`src/rtl/lsu_pkg.sv`:
```
// lsu_pkg: shared FSM state, access-size encodings and counter width for the load/store unit
package lsu_pkg;

    typedef enum logic [1:0] {
        IDLE,
        ISSUE,
        WAIT,
        RESP
    } lsu_state_e;

    localparam logic [1:0] SIZE_B = 2'd0;
    localparam logic [1:0] SIZE_H = 2'd1;
    localparam logic [1:0] SIZE_W = 2'd2;

    localparam int CNT_W = 16;

endpackage

```
`src/rtl/lsu_addr_check.sv`:
```
// lsu_addr_check: request legality check and natural alignment of the address (macro LSU_MISALIGN_TRAP_EN makes misalignment an error)
module lsu_addr_check
    import lsu_pkg::*;
(
    input  logic [1:0]  size,
    input  logic [31:0] addr,
    output logic        err,
    output logic [31:0] aligned_addr
);

    // Clear the low address bits below the access size; size 3 never reaches memory.
    always_comb begin
        aligned_addr = size == SIZE_W ? {addr[31:2], 2'b00} :
                       size == SIZE_H ? {addr[31:1], 1'b0}  : addr;
`ifdef LSU_MISALIGN_TRAP_EN
        err = size == 2'd3 || (size == SIZE_H && addr[0]) || (size == SIZE_W && addr[1:0] != 2'b00);
`else
        err = size == 2'd3;
`endif
    end

endmodule

```
`src/rtl/load_store_unit.sv`:
```
// load_store_unit: single-outstanding CPU load/store front end to a data memory / MMIO responder (optional macro LSU_MISALIGN_TRAP_EN)
module load_store_unit
    import lsu_pkg::*;
(
    input  logic             clk,
    input  logic             rst,
    input  logic             req_valid,
    output logic             req_ready,
    input  logic             req_we,
    input  logic [1:0]       req_size,
    input  logic             req_sign,
    input  logic [31:0]      req_addr,
    input  logic [31:0]      req_wdata,
    output logic             resp_valid,
    input  logic             resp_ready,
    output logic [31:0]      resp_rdata,
    output logic             resp_err,
    output logic [31:0]      mem_addr,
    output logic [1:0]       mem_length,
    output logic             mem_sign,
    output logic             mem_read,
    output logic             mem_write,
    output logic [31:0]      mem_wdata,
    input  logic [31:0]      mem_rdata,
    output logic [CNT_W-1:0] load_cnt,
    output logic [CNT_W-1:0] store_cnt
);

    lsu_state_e       state_q, state_d;
    logic             we_q, sign_q, err_q;
    logic [1:0]       size_q;
    logic [31:0]      addr_q, wdata_q, rdata_q;
    logic [CNT_W-1:0] load_cnt_q, store_cnt_q;
    logic             chk_err, accept, done;
    logic [31:0]      chk_addr;

    lsu_addr_check u_addr_check (
        .size         (req_size),
        .addr         (req_addr),
        .err          (chk_err),
        .aligned_addr (chk_addr)
    );

    assign accept = req_valid && req_ready;
    assign done   = state_q == RESP && resp_ready;

    // Next state and state-decoded handshake/strobe outputs.
    always_comb begin
        state_d    = state_q;
        req_ready  = 1'b0;
        resp_valid = 1'b0;
        mem_read   = 1'b0;
        mem_write  = 1'b0;
        case (state_q)
            IDLE: begin
                req_ready = 1'b1;
                if (accept) state_d = chk_err ? RESP : ISSUE;
            end
            ISSUE: begin
                mem_read  = !we_q;
                mem_write = we_q;
                state_d   = we_q ? RESP : WAIT;
            end
            WAIT: state_d = RESP;
            RESP: begin
                resp_valid = 1'b1;
                if (resp_ready) state_d = IDLE;
            end
            default: state_d = IDLE;
        endcase
    end

    assign resp_err   = resp_valid && err_q;
    assign resp_rdata = rdata_q;
    assign mem_addr   = addr_q;
    assign mem_length = size_q;
    assign mem_sign   = sign_q;
    assign mem_wdata  = wdata_q;
    assign load_cnt   = load_cnt_q;
    assign store_cnt  = store_cnt_q;

    // State register, request latch, read-data capture and saturating completion counters.
    always_ff @(posedge clk or negedge rst) begin
        if (!rst) begin
            state_q     <= IDLE;
            we_q        <= 1'b0;
            sign_q      <= 1'b0;
            err_q       <= 1'b0;
            size_q      <= 2'd0;
            addr_q      <= '0;
            wdata_q     <= '0;
            rdata_q     <= '0;
            load_cnt_q  <= '0;
            store_cnt_q <= '0;
        end else begin
            state_q <= state_d;
            if (accept) begin
                we_q    <= req_we;
                sign_q  <= req_sign;
                err_q   <= chk_err;
                size_q  <= req_size;
                addr_q  <= chk_addr;
                wdata_q <= req_wdata;
                rdata_q <= '0;
            end
            if (state_q == WAIT) rdata_q <= mem_rdata;
            if (done && !err_q && !we_q && load_cnt_q != '1) load_cnt_q <= load_cnt_q + 1'b1;
            if (done && !err_q && we_q && store_cnt_q != '1) store_cnt_q <= store_cnt_q + 1'b1;
        end
    end

endmodule

```
`config.mk`:
```
export PLATFORM = sky130hd
export DESIGN_NAME = load_store_unit
export DESIGN_NICKNAME = d
export VERILOG_FILES = /design/src/rtl/lsu_pkg.sv /design/src/rtl/lsu_addr_check.sv /design/src/rtl/load_store_unit.sv
export SDC_FILE = /design/constraint.sdc
export NUM_CORES = 1
export LEC_CHECK = 0
export ABC_AREA = 1
export CAP_MARGIN = 20
export CORE_MARGIN = 2
export CORE_UTILIZATION = 40
export DETAILED_ROUTE_END_ITERATION = 7
export GPL_TIMING_DRIVEN = 0
export MAX_ROUTING_LAYER = met4
export PLACE_DENSITY = 0.78
export SETUP_SLACK_MARGIN = 0.2
export SLEW_MARGIN = 0
export SYNTH_ARGS = -nofsm -noshare
export SYNTH_HDL_FRONTEND = slang
export SYNTH_SLANG_ARGS = --single-unit
```
`constraint.sdc`:
```
create_clock -name clk -period 1.6 [get_ports clk]
set_clock_uncertainty 0.15 [all_clocks]
set_input_delay 0.24 -clock clk [delete_from_list [all_inputs] [get_ports clk]]
set_output_delay 0.24 -clock clk [all_outputs]
set_load 0.05 [all_outputs]
```
==> impl_metrics.env <==
export IMPL_yosys_warnings=0
export IMPL_p_seq_share_pct=23.6
export IMPL_ios=240
export IMPL_gr_usage_met3_pct=5.44
export IMPL_holdWs_ns=0.204
export IMPL_crit_fanout=4
export IMPL_async_flop_share_pct=100
export IMPL_r2r_cells=10
export IMPL_die_area_um2=16100
export IMPL_antenna_cells=0
export IMPL_reg2reg_from="store_cnt[1]"
export IMPL_fmax_mhz=557
export IMPL_fin_ws_ns=-0.194
export IMPL_intPower_mw=14.2
export IMPL_slowest_delay_ns=0.47
export IMPL_clk_latency_ns=0.42
export IMPL_final_cell_area_um2=12000
export IMPL_gr_usage_met2_pct=40.5
export IMPL_gp_congestion=0.870
export IMPL_ys_ff_latch=135
export IMPL_critPathTopFamily="flip-flops"
export IMPL_drtAntennaViolNets=0
export IMPL_busiest_layer="met2"
export IMPL_clk_pin_slew_ns=0.06
export IMPL_clockRootBuffer="clkbuf_16"
export IMPL_grt_max_degree=79
export IMPL_hold_class="in -> reg"
export IMPL_violations="setup timing"
export IMPL_pwr_share_comb_pct=60.6
export IMPL_syn_cell_area_um2=6040
export IMPL_yosysTopAreaCellShare_pct=55.9
export IMPL_max_clock_path_buffers=2
export IMPL_swShare_pct=46.3
export IMPL_antenna_found_initial=0
export IMPL_core_um2=14600
export IMPL_via_per_inst=5.02
export IMPL_holdPathEnd="resp_rdata[7]"
export IMPL_cts_sinks=135
export IMPL_synth_edf_count=0
export IMPL_timing_final_crit_share_pct=112
export IMPL_cp_end_kind="output port"
export IMPL_drv_cap=0
export IMPL_cp_data_arrival_time_ns=1.40
export IMPL_p_leak_nw=5.89
export IMPL_start_util_pct=41.3
export IMPL_io_buffers=239
export IMPL_fillers=815
export IMPL_yosysUniqueCellTypes=28
export IMPL_start_kind="register"
export IMPL_cpMaxStageDelayCell="dfrtp_2"
export IMPL_drc=0
export IMPL_finalWorstPathRequiredPeriod_ns=1.79
export IMPL_grt_pass1_wl_um=30100
export IMPL_cts_buffers=17
export IMPL_critPathRequiredTime_ns=1.21
export IMPL_first_pass_iters=5
export IMPL_critPathBufInv=2
export IMPL_synth_common_cells="395 x nand2_1, 135 x dfrtp_1, 49 x nand3_1"
export IMPL_die_width_um=127
export IMPL_postSynthCellCount=748
export IMPL_drive_gt1_share_pct=50.2
export IMPL_num_vias=6606
export IMPL_dp_final_hpwl_um=12500
export IMPL_finalSetupViolations=62
export IMPL_grtUsageMet1_pct=29.2
export IMPL_status="finished, violations left"
export IMPL_rrSetupSlack_ns=-0.15
export IMPL_crit_type="reg -> out"
export IMPL_track_usage_pct=24.3
export IMPL_holdPathStages=3
export IMPL_cp_cell_sequence="ha_4, nand2_4, clkinvlp_4, buf_8"
export IMPL_ys_flop_type="dfrtp_1"
export IMPL_ir_drop_v=0.00161
export IMPL_fin_nets=1230
export IMPL_grt_setup_unrepaired="yes"
export IMPL_multiInputGateArea_um2=3320
export IMPL_fp_row_count=44
export IMPL_grt_pass1_vias=6012
export IMPL_ys_seq_area_share_pct=55.9
export IMPL_wirelength_um=22700
export IMPL_ctsHtreeMaxLevel=4
export IMPL_pwr_share_clk_pct=15.8
export IMPL_slew_violations=0
export IMPL_worstHoldStart="mem_rdata[7]"
export IMPL_synth_nets=858
export IMPL_synth_area_top_cells="dfrtp_1 56%, nand2_1 25%, nand3_1 4.1%, inv_1 2.1%, nor2_1 2.0%"
export IMPL_yosys_area_top_type="dfrtp_1"
export IMPL_syn_avg_cell_area_um2=8.08
export IMPL_grt_overflow=0
export IMPL_area_growth_pct=99.1
export IMPL_wire_per_inst_um=17.3
export IMPL_p_sw_mw=12.2
export IMPL_tightest_slew_ns=0.607
export IMPL_final_hold_viol_count=0
export IMPL_die_h_um=127
export IMPL_max_slew_margin_pct=59.5
export IMPL_synth_most_common_cell="nand2_1"
export IMPL_drt_iter0_drc=350
export IMPL_rr_endpoint="store_cnt[13]"
export IMPL_place_area_um2=9250
export IMPL_power_density_nw_per_um2=2190
export IMPL_seqCellArea_um2=3420
export IMPL_cts_tree="built"
## registers in the layout (all words and copies together), names as in the netlist
register,cells
err_q,1
load_cnt,16
mem_addr,32
mem_length,2
mem_sign,1
mem_wdata,32
resp_rdata,32
state_q,2
store_cnt,16
we_q,1
## layout make-up
class | count | area share (%)
clock inverter | 10 | 1.16
tap | 184 | 1.91
clock buffer | 22 | 4.02
buffer | 28 | 4.03
multi-input combinational | 547 | 27.6
timing repair buffer | 353 | 31.3
sequential | 135 | 28.4
inverter | 38 | 1.52
## timing repair
action	4_1_cts	5_1_grt
endpoints found under the setup margin	268	303
resized for setup	1013	214
buffers inserted	33	60
endpoints found under the hold margin	77	0
gates cloned	2	17
pin swaps	39	54
hold buffers	1	0
## power groups by stage
stage               sequential, mW  combinational, mW  clock (mW)
finish                        6.24               16.0        4.17
global route                  6.37               16.8        4.39
CTS                           6.11               12.9        4.21
detailed placement            5.92               11.8           0
global placement              5.88               11.7           0
floorplan                     10.4               3.36           0
## worst min-delay path, cell delays in order
cell             delay [ns]
clkdlybuf4s50_1        0.39
nand2_1                0.06
nand2_1                0.04
## layout by cell type (no fill, tap or decap), drive strengths merged
cell           count
a21oi              2
buf              260
bufinv             3
clkbuf            40
clkdlybuf4s50    102
clkinv             3
clkinvlp           5
dfrtp            135
dlygate4sd3        1
ha                 6
inv               37
nand2            396
nand3             51
nand3b             4
nand4              8
nor2              41
nor3               1
o211ai             1
o21ai             24
o22ai              1
o31ai              1
xnor2              6
xor2               5
## logic make-up (layout without fill, tap and decap cells)
kind of cell | after synthesis | count (layout) | synth area share, %
xor+xnor | 11 | 11 | 1.59
buf+inv | 66 | 451 | 4.60
flops | 135 | 135 | 55.9
simple gates | 501 | 501 | 33.7
compound gates | 29 | 29 | 2.94
fa+ha+maj | 6 | 6 | 1.24
## routing by layer
layer | vias up | routed length [um]
met2 | 254 | 11900
met1 | 3195 | 8810
li1 | 3097 | -
met3 | 60 | 1300
met5 | - | 0
met4 | 0 | 684
## worst max path at each step
| stage | from | endpoint | slack (ns) | cells after the start |
|---|---|---|---|---|
| finish | state_q[0] | mem_write | -0.19 | 4 |
| floorplan | load_cnt[1] | load_cnt[2] | -0.12 | 10 |
| CTS | state_q[0] | resp_err | -0.22 | 4 |
| global placement | rst | store_cnt[2] | -6.38 | 1 |
| detailed placement | resp_ready | load_cnt[3] | -0.48 | 9 |
| global route | state_q[1] | mem_write | -0.25 | 5 |
## through the flow
stage	total power [mW]	util [%]	cells	worst slack [ns]	setup TNS, ns
final	26.4	82.2	1317	-0.194	-3.67
after global routing	27.5	82.2	1317	-0.254	-8.64
after CTS	23.3	72.0	1240	-0.222	-3.97
after detailed placement	17.7	63.1	1172	-0.477	-15.90
after global placement	17.6	63.0	1171	-6.38	-763.52
after floorplan	13.7	-	748	-0.115	-1.98
Power figures use the tool's default switching activity.
==> RTL change 1 (same flow settings) <==
Build with the macro `LSU_MISALIGN_TRAP_EN` defined.
--- a/src/rtl/lsu_addr_check.sv
+++ b/src/rtl/lsu_addr_check.sv
@@ -1,3 +1,5 @@
 // lsu_addr_check: request legality check and natural alignment of the address (macro LSU_MISALIGN_TRAP_EN makes misalignment an error)
+`define LSU_MISALIGN_TRAP_EN
+
 module lsu_addr_check
     import lsu_pkg::*;
Check against the original RTL: not equivalent (Yosys sat finds a counterexample within 4 cycles, from zero or initial values and one cycle with rst low).
==> RTL change 1 against the unedited design <==
- the run still ends with setup timing left
- sequential share of layout area is 1.9 points lower
- via count is 8.8% higher
- sequential cell count stayed put
- highest routed layer unchanged
- area after synthesis is 0.17% lower
- power is 4.9% higher
- routed wire length is 20% higher
- final area is 6.9% higher
- setup slack worse by 4.7 ps
==> RTL change 1: results (changes against the unedited design) <==
<table>
<tr><th>Metric</th><th>Value</th></tr>
<tr><th colspan="2">Detailed routing</th></tr>
<tr><td>Average routed wire per standard cell</td><td>19.9 um (was 17.3 um)</td></tr>
<tr><td>Met3 Routed Length</td><td>1500 um (was 1300 um)</td></tr>
<tr><td>DR iter-0 viols</td><td>552 (was 350)</td></tr>
<tr><td>Met1 wire length</td><td>9880 um (was 8810 um)</td></tr>
<tr><td>Via count</td><td>7185 (was 6606)</td></tr>
<tr><th colspan="2">Placement</th></tr>
<tr><td>Number of cells in the design after placement</td><td>1180 (was 1172)</td></tr>
<tr><td>Area after detailed placement</td><td>0.00920 mm2 (was 0.00925 mm2)</td></tr>
<tr><td>Pre-CTS setup slack</td><td>-459 ps (was -477 ps)</td></tr>
<tr><th colspan="2">Timing</th></tr>
<tr><td>Accumulated negative setup slack</td><td>-6360 ps (was -3670 ps)</td></tr>
<tr><td>PnR worst setup slack</td><td>-199 ps (was -194 ps)</td></tr>
<tr><td>Worst hold slack after final layout</td><td>188 ps (was 204 ps)</td></tr>
<tr><td>Setup violators final</td><td>98 (was 62)</td></tr>
<tr><th colspan="2">GRT</th></tr>
<tr><td>Via count of the first global-routing pass</td><td>6543 (was 6012)</td></tr>
<tr><td>Wire length of the first global-routing pass</td><td>33400 um (was 30100 um)</td></tr>
<tr><td>Global routing usage on met3</td><td>6.07% (was 5.44%)</td></tr>
<tr><td>Global routing usage on met1</td><td>31.6% (was 29.2%)</td></tr>
<tr><th colspan="2">Outcome</th></tr>
<tr><td>Run status</td><td>complete, but fails checks (unchanged)</td></tr>
<tr><td>Violated checks</td><td>setup timing (unchanged)</td></tr>
<tr><th colspan="2">Logic synthesis</th></tr>
<tr><td>Area share of fa/ha/maj cells after synthesis</td><td>1.24% (about the same)</td></tr>
<tr><td>Share of the synthesized area in compound gates (AO/OA/AOI/OAI)</td><td>2.05% (was 2.94%)</td></tr>
<tr><td>Share of the synthesized netlist area taken by xor and xnor gates</td><td>1.74% (was 1.59%)</td></tr>
<tr><td>Number of distinct library cells after synthesis</td><td>26 (was 28)</td></tr>
<tr><th colspan="2">Clock network</th></tr>
<tr><td>Post-CTS setup-driven buffer insertion count</td><td>50 (was 33)</td></tr>
<tr><td>CTS-repair resized insts</td><td>1121 (was 1013)</td></tr>
<tr><th colspan="2">Pwr</th></tr>
<tr><td>Internal power</td><td>15.0 mW (was 14.2 mW)</td></tr>
<tr><td>Total leakage power</td><td>6.37 nW (was 5.89 nW)</td></tr>
<tr><th colspan="2">Worst setup path</th></tr>
<tr><td>Source of the worst register-to-register timing path</td><td>state_q[0]$_DFFE_PN0P_ (was store_cnt[1]$_DFFE_PN0P_)</td></tr>
<tr><td>CP max stage delay</td><td>450 ps (was 470 ps)</td></tr>
<tr><th colspan="2">Hold path</th></tr>
<tr><td>Worst min-delay path class</td><td>input pin to async pin (was input pin to flip-flop)</td></tr>
</table>
RTL change 1: changes by cell type after synthesis, moves of 2 or more:
cell and delta:
xor2_1 +2, nand2_4 +2, o21ai_2 -5, nand3_2 -2
nand2_1 +19, nor2_4 -3
RTL change 1: power groups by stage:
| stage | Sequential (mW) | Combinational, mW | Clock, mW |
|---|---|---|---|
| after floorplan | 10.1 | 3.16 | 0 |
| after global placement | 5.77 | 11.2 | 0 |
| after detailed placement | 5.80 | 11.4 | 0 |
| after CTS | 6.08 | 13.8 | 4.44 |
| after global routing | 6.26 | 17.8 | 4.68 |
| final | 6.16 | 17.1 | 4.46 |
RTL change 1: area by class of cell:
cell class / count / area [um2]
Timing Repair Buffer: 401 / 4400
Multi-Input combinational cell: 557 / 3480
Sequential cell: 135 / 3420
Fill cell: 649 / 1780
Buffer: 28 / 512
Clock buffer: 19 / 443
Tap cell: 184 / 230
Clock inverter: 13 / 218
Inverter: 36 / 166
==> RTL change 2 (config.mk and constraints unchanged) <==
Without the edit above. Put a register stage on the output `resp_err`, cleared by the reset. The value now appears one clock later. The other outputs are not delayed to match.
--- a/src/rtl/load_store_unit.sv
+++ b/src/rtl/load_store_unit.sv
@@ -71,5 +71,11 @@
     end
 
-    assign resp_err   = resp_valid && err_q;
+    always_ff @(posedge clk or negedge rst) begin
+        if (!rst) begin
+            resp_err <= '0;
+        end else begin
+            resp_err <= resp_valid && err_q;
+        end
+    end
     assign resp_rdata = rdata_q;
     assign mem_addr   = addr_q;
Function: changed (Yosys sat finds a counterexample within 4 cycles, from zero or initial values and one cycle with rst low).
==> RTL change 2 against the unedited design <==
- the run still ends with setup timing left
- setup slack worse by 1.8 ps
- utilization is 2.1 points higher
- sequential cell count is 1 higher
- area after synthesis is 0.41% higher
- power is 3.6% higher
- final area is 5.3% higher
- routed wire length is 10% higher
- combinational power is 6% higher
- highest routed layer unchanged
==> RTL change 2: results (changes against the unedited design) <==
<table>
<tr><th>Metric</th><th>Value</th></tr>
<tr><th colspan="2">Logic synthesis</th></tr>
<tr><td>List of most frequent post-synthesis cells</td><td>nand2_1 (395), dfrtp_1 (136), nand3_1 (49) (was nand2_1 (395), dfrtp_1 (135), nand3_1 (49))</td></tr>
<tr><td>Area share of fa/ha/maj cells after synthesis</td><td>1.24% (about the same)</td></tr>
<tr><td>Post-Synthesis Net Count</td><td>859 (was 858)</td></tr>
<tr><td>Register area share after synthesis</td><td>56.1% (was 55.9%)</td></tr>
<tr><th colspan="2">Outcome</th></tr>
<tr><td>Violated checks</td><td>setup timing (unchanged)</td></tr>
<tr><td>Run status</td><td>complete, but fails checks (unchanged)</td></tr>
<tr><th colspan="2">Timing</th></tr>
<tr><td>Slew headroom</td><td>65.0% (was 59.5%)</td></tr>
<tr><td>PnR worst setup slack</td><td>-196 ps (was -194 ps)</td></tr>
<tr><td>Setup violators final</td><td>127 (was 62)</td></tr>
<tr><th colspan="2">Detailed routing</th></tr>
<tr><td>Via count</td><td>6984 (was 6606)</td></tr>
<tr><td>Final wirelength</td><td>25100 um (was 22700 um)</td></tr>
<tr><td>DR iter-0 viols</td><td>404 (was 350)</td></tr>
<tr><th colspan="2">Final layout</th></tr>
<tr><td>Nets</td><td>1279 (was 1230)</td></tr>
<tr><td>Proportion of layout cells with a drive suffix above 1</td><td>52.1% (was 50.2%)</td></tr>
<tr><td>Number of fill cells in the layout</td><td>774 (was 815)</td></tr>
<tr><th colspan="2">Pwr</th></tr>
<tr><td>Total leakage power</td><td>6.19 nW (was 5.89 nW)</td></tr>
<tr><td>Worst voltage drop across the vdd grid</td><td>0.00166 V (was 0.00161 V)</td></tr>
<tr><td>Internal power</td><td>14.9 mW (was 14.2 mW)</td></tr>
<tr><th colspan="2">Worst setup path</th></tr>
<tr><td>Crit path arrival time</td><td>1410 ps</td></tr>
<tr><th colspan="2">Placement</th></tr>
<tr><td>Gp weighted congestion</td><td>0.876 (was 0.870)</td></tr>
<tr><td>Placed wire-length estimate after detailed placement</td><td>12300 um (was 12500 um)</td></tr>
<tr><th colspan="2">GRT</th></tr>
<tr><td>Maximum number of pins on one net before global-route repair</td><td>72 (was 79)</td></tr>
<tr><td>Global Route Usage Sum</td><td>25.9% (was 24.3%)</td></tr>
<tr><td>Via count of the first global-routing pass</td><td>6227 (was 6012)</td></tr>
<tr><th colspan="2">Clock network</th></tr>
<tr><td>Clk Latency, worst-skew pair</td><td>430 ps</td></tr>
</table>
[RTL change 2: cell types whose count changed after synthesis]
cell | before | now
dfrtp_1 | 135 | 136
[RTL change 2: critical path, stage by stage (launching register included)]
cell,delay [ps]
dfrtp_2,460
ha_4,190
nand2_2,80
clkinvlp_4,100
buf_6,160
[RTL change 2: final timing paths]
path	slack, ps	to	start	depth (start not counted)
setup / recovery	-200	mem_write	state_q[0]$_DFFE_PN0P_	4
hold / removal	200	resp_rdata[7]$_DFFE_PN0P_	mem_rdata[7]	3
setup reg to reg	-170	mem_wdata[3]$_DFFE_PN0P_	state_q[1]$_DFFE_PN0P_	9
hold reg to reg	330	resp_err$_DFF_PN0_	err_q$_DFFE_PN0P_	2
max in group asynchronous	340	load_cnt[3]$_DFFE_PN0P_	rst	3
min in group asynchronous	210	store_cnt[8]$_DFFE_PN0P_	rst	2
[RTL change 2: kinds of logic after synthesis]
family / Yosys count
buf+inv: 66
fa+ha+maj: 6
compound gates: 29
xor+xnor: 11
flops: 136
simple gates: 501
[RTL change 2: layout make-up]
| type | count | area (um2) | area share (%) |
|---|---|---|---|
| Buffer | 28 | 532 | 4.20 |
| Clock buffer | 20 | 447 | 3.52 |
| Clock inverter | 12 | 151 | 1.19 |
| Inverter | 38 | 174 | 1.37 |
| Multi-Input combinational cell | 547 | 3270 | 25.8 |
| Sequential cell | 136 | 3450 | 27.2 |
| Tap cell | 188 | 235 | 1.86 |
| Timing Repair Buffer | 401 | 4420 | 34.8 |
[RTL change 2: power groups by stage]
stage / registers [mW] / clock network, mW / logic (mW)
after global placement: 5.93 / 0 / 11.6
after CTS: 6.25 / 4.04 / 14.5
after floorplan: 10.4 / 0 / 3.33
final: 6.29 / 4.05 / 17.0
after detailed placement: 5.98 / 0 / 11.8
after global routing: 6.39 / 4.26 / 17.7
[RTL change 2: metrics by stage]
stage / std cells / setup slack, ps / utilization [%] / instance area, um2 / setup TNS, ps
finish: 1370 / -196 / 84.3 / 12700 / -13180
global route: 1370 / -229 / 84.3 / 12700 / -18230
CTS: 1274 / -198 / 75.8 / 11400 / -4140
detailed placement: 1177 / -529 / 61.7 / 9270 / -15630
global placement: 1176 / -6440 / 61.5 / 9240 / -775820
floorplan: 749 / -115 / - / 6620 / -1980
[RTL change 2: layer usage]
layer  global-route usage (%)  routed length (um)
met1                     29.4                9100
met2                     44.5               13300
met3                     6.53                1610
met4                     9.83                1040
met5                        -                   0
[RTL change 2: repair_timing]
| item | 4_1_cts | 5_1_grt |
|---|---|---|
| pin swaps | 76 | 29 |
| hold endpoints to repair | 65 | 0 |
| cloned | 20 | 2 |
| setup endpoints to repair | 270 | 330 |
| setup buffers | 44 | 94 |
| hold buffers | 1 | 0 |
| resized for setup | 1105 | 155 |
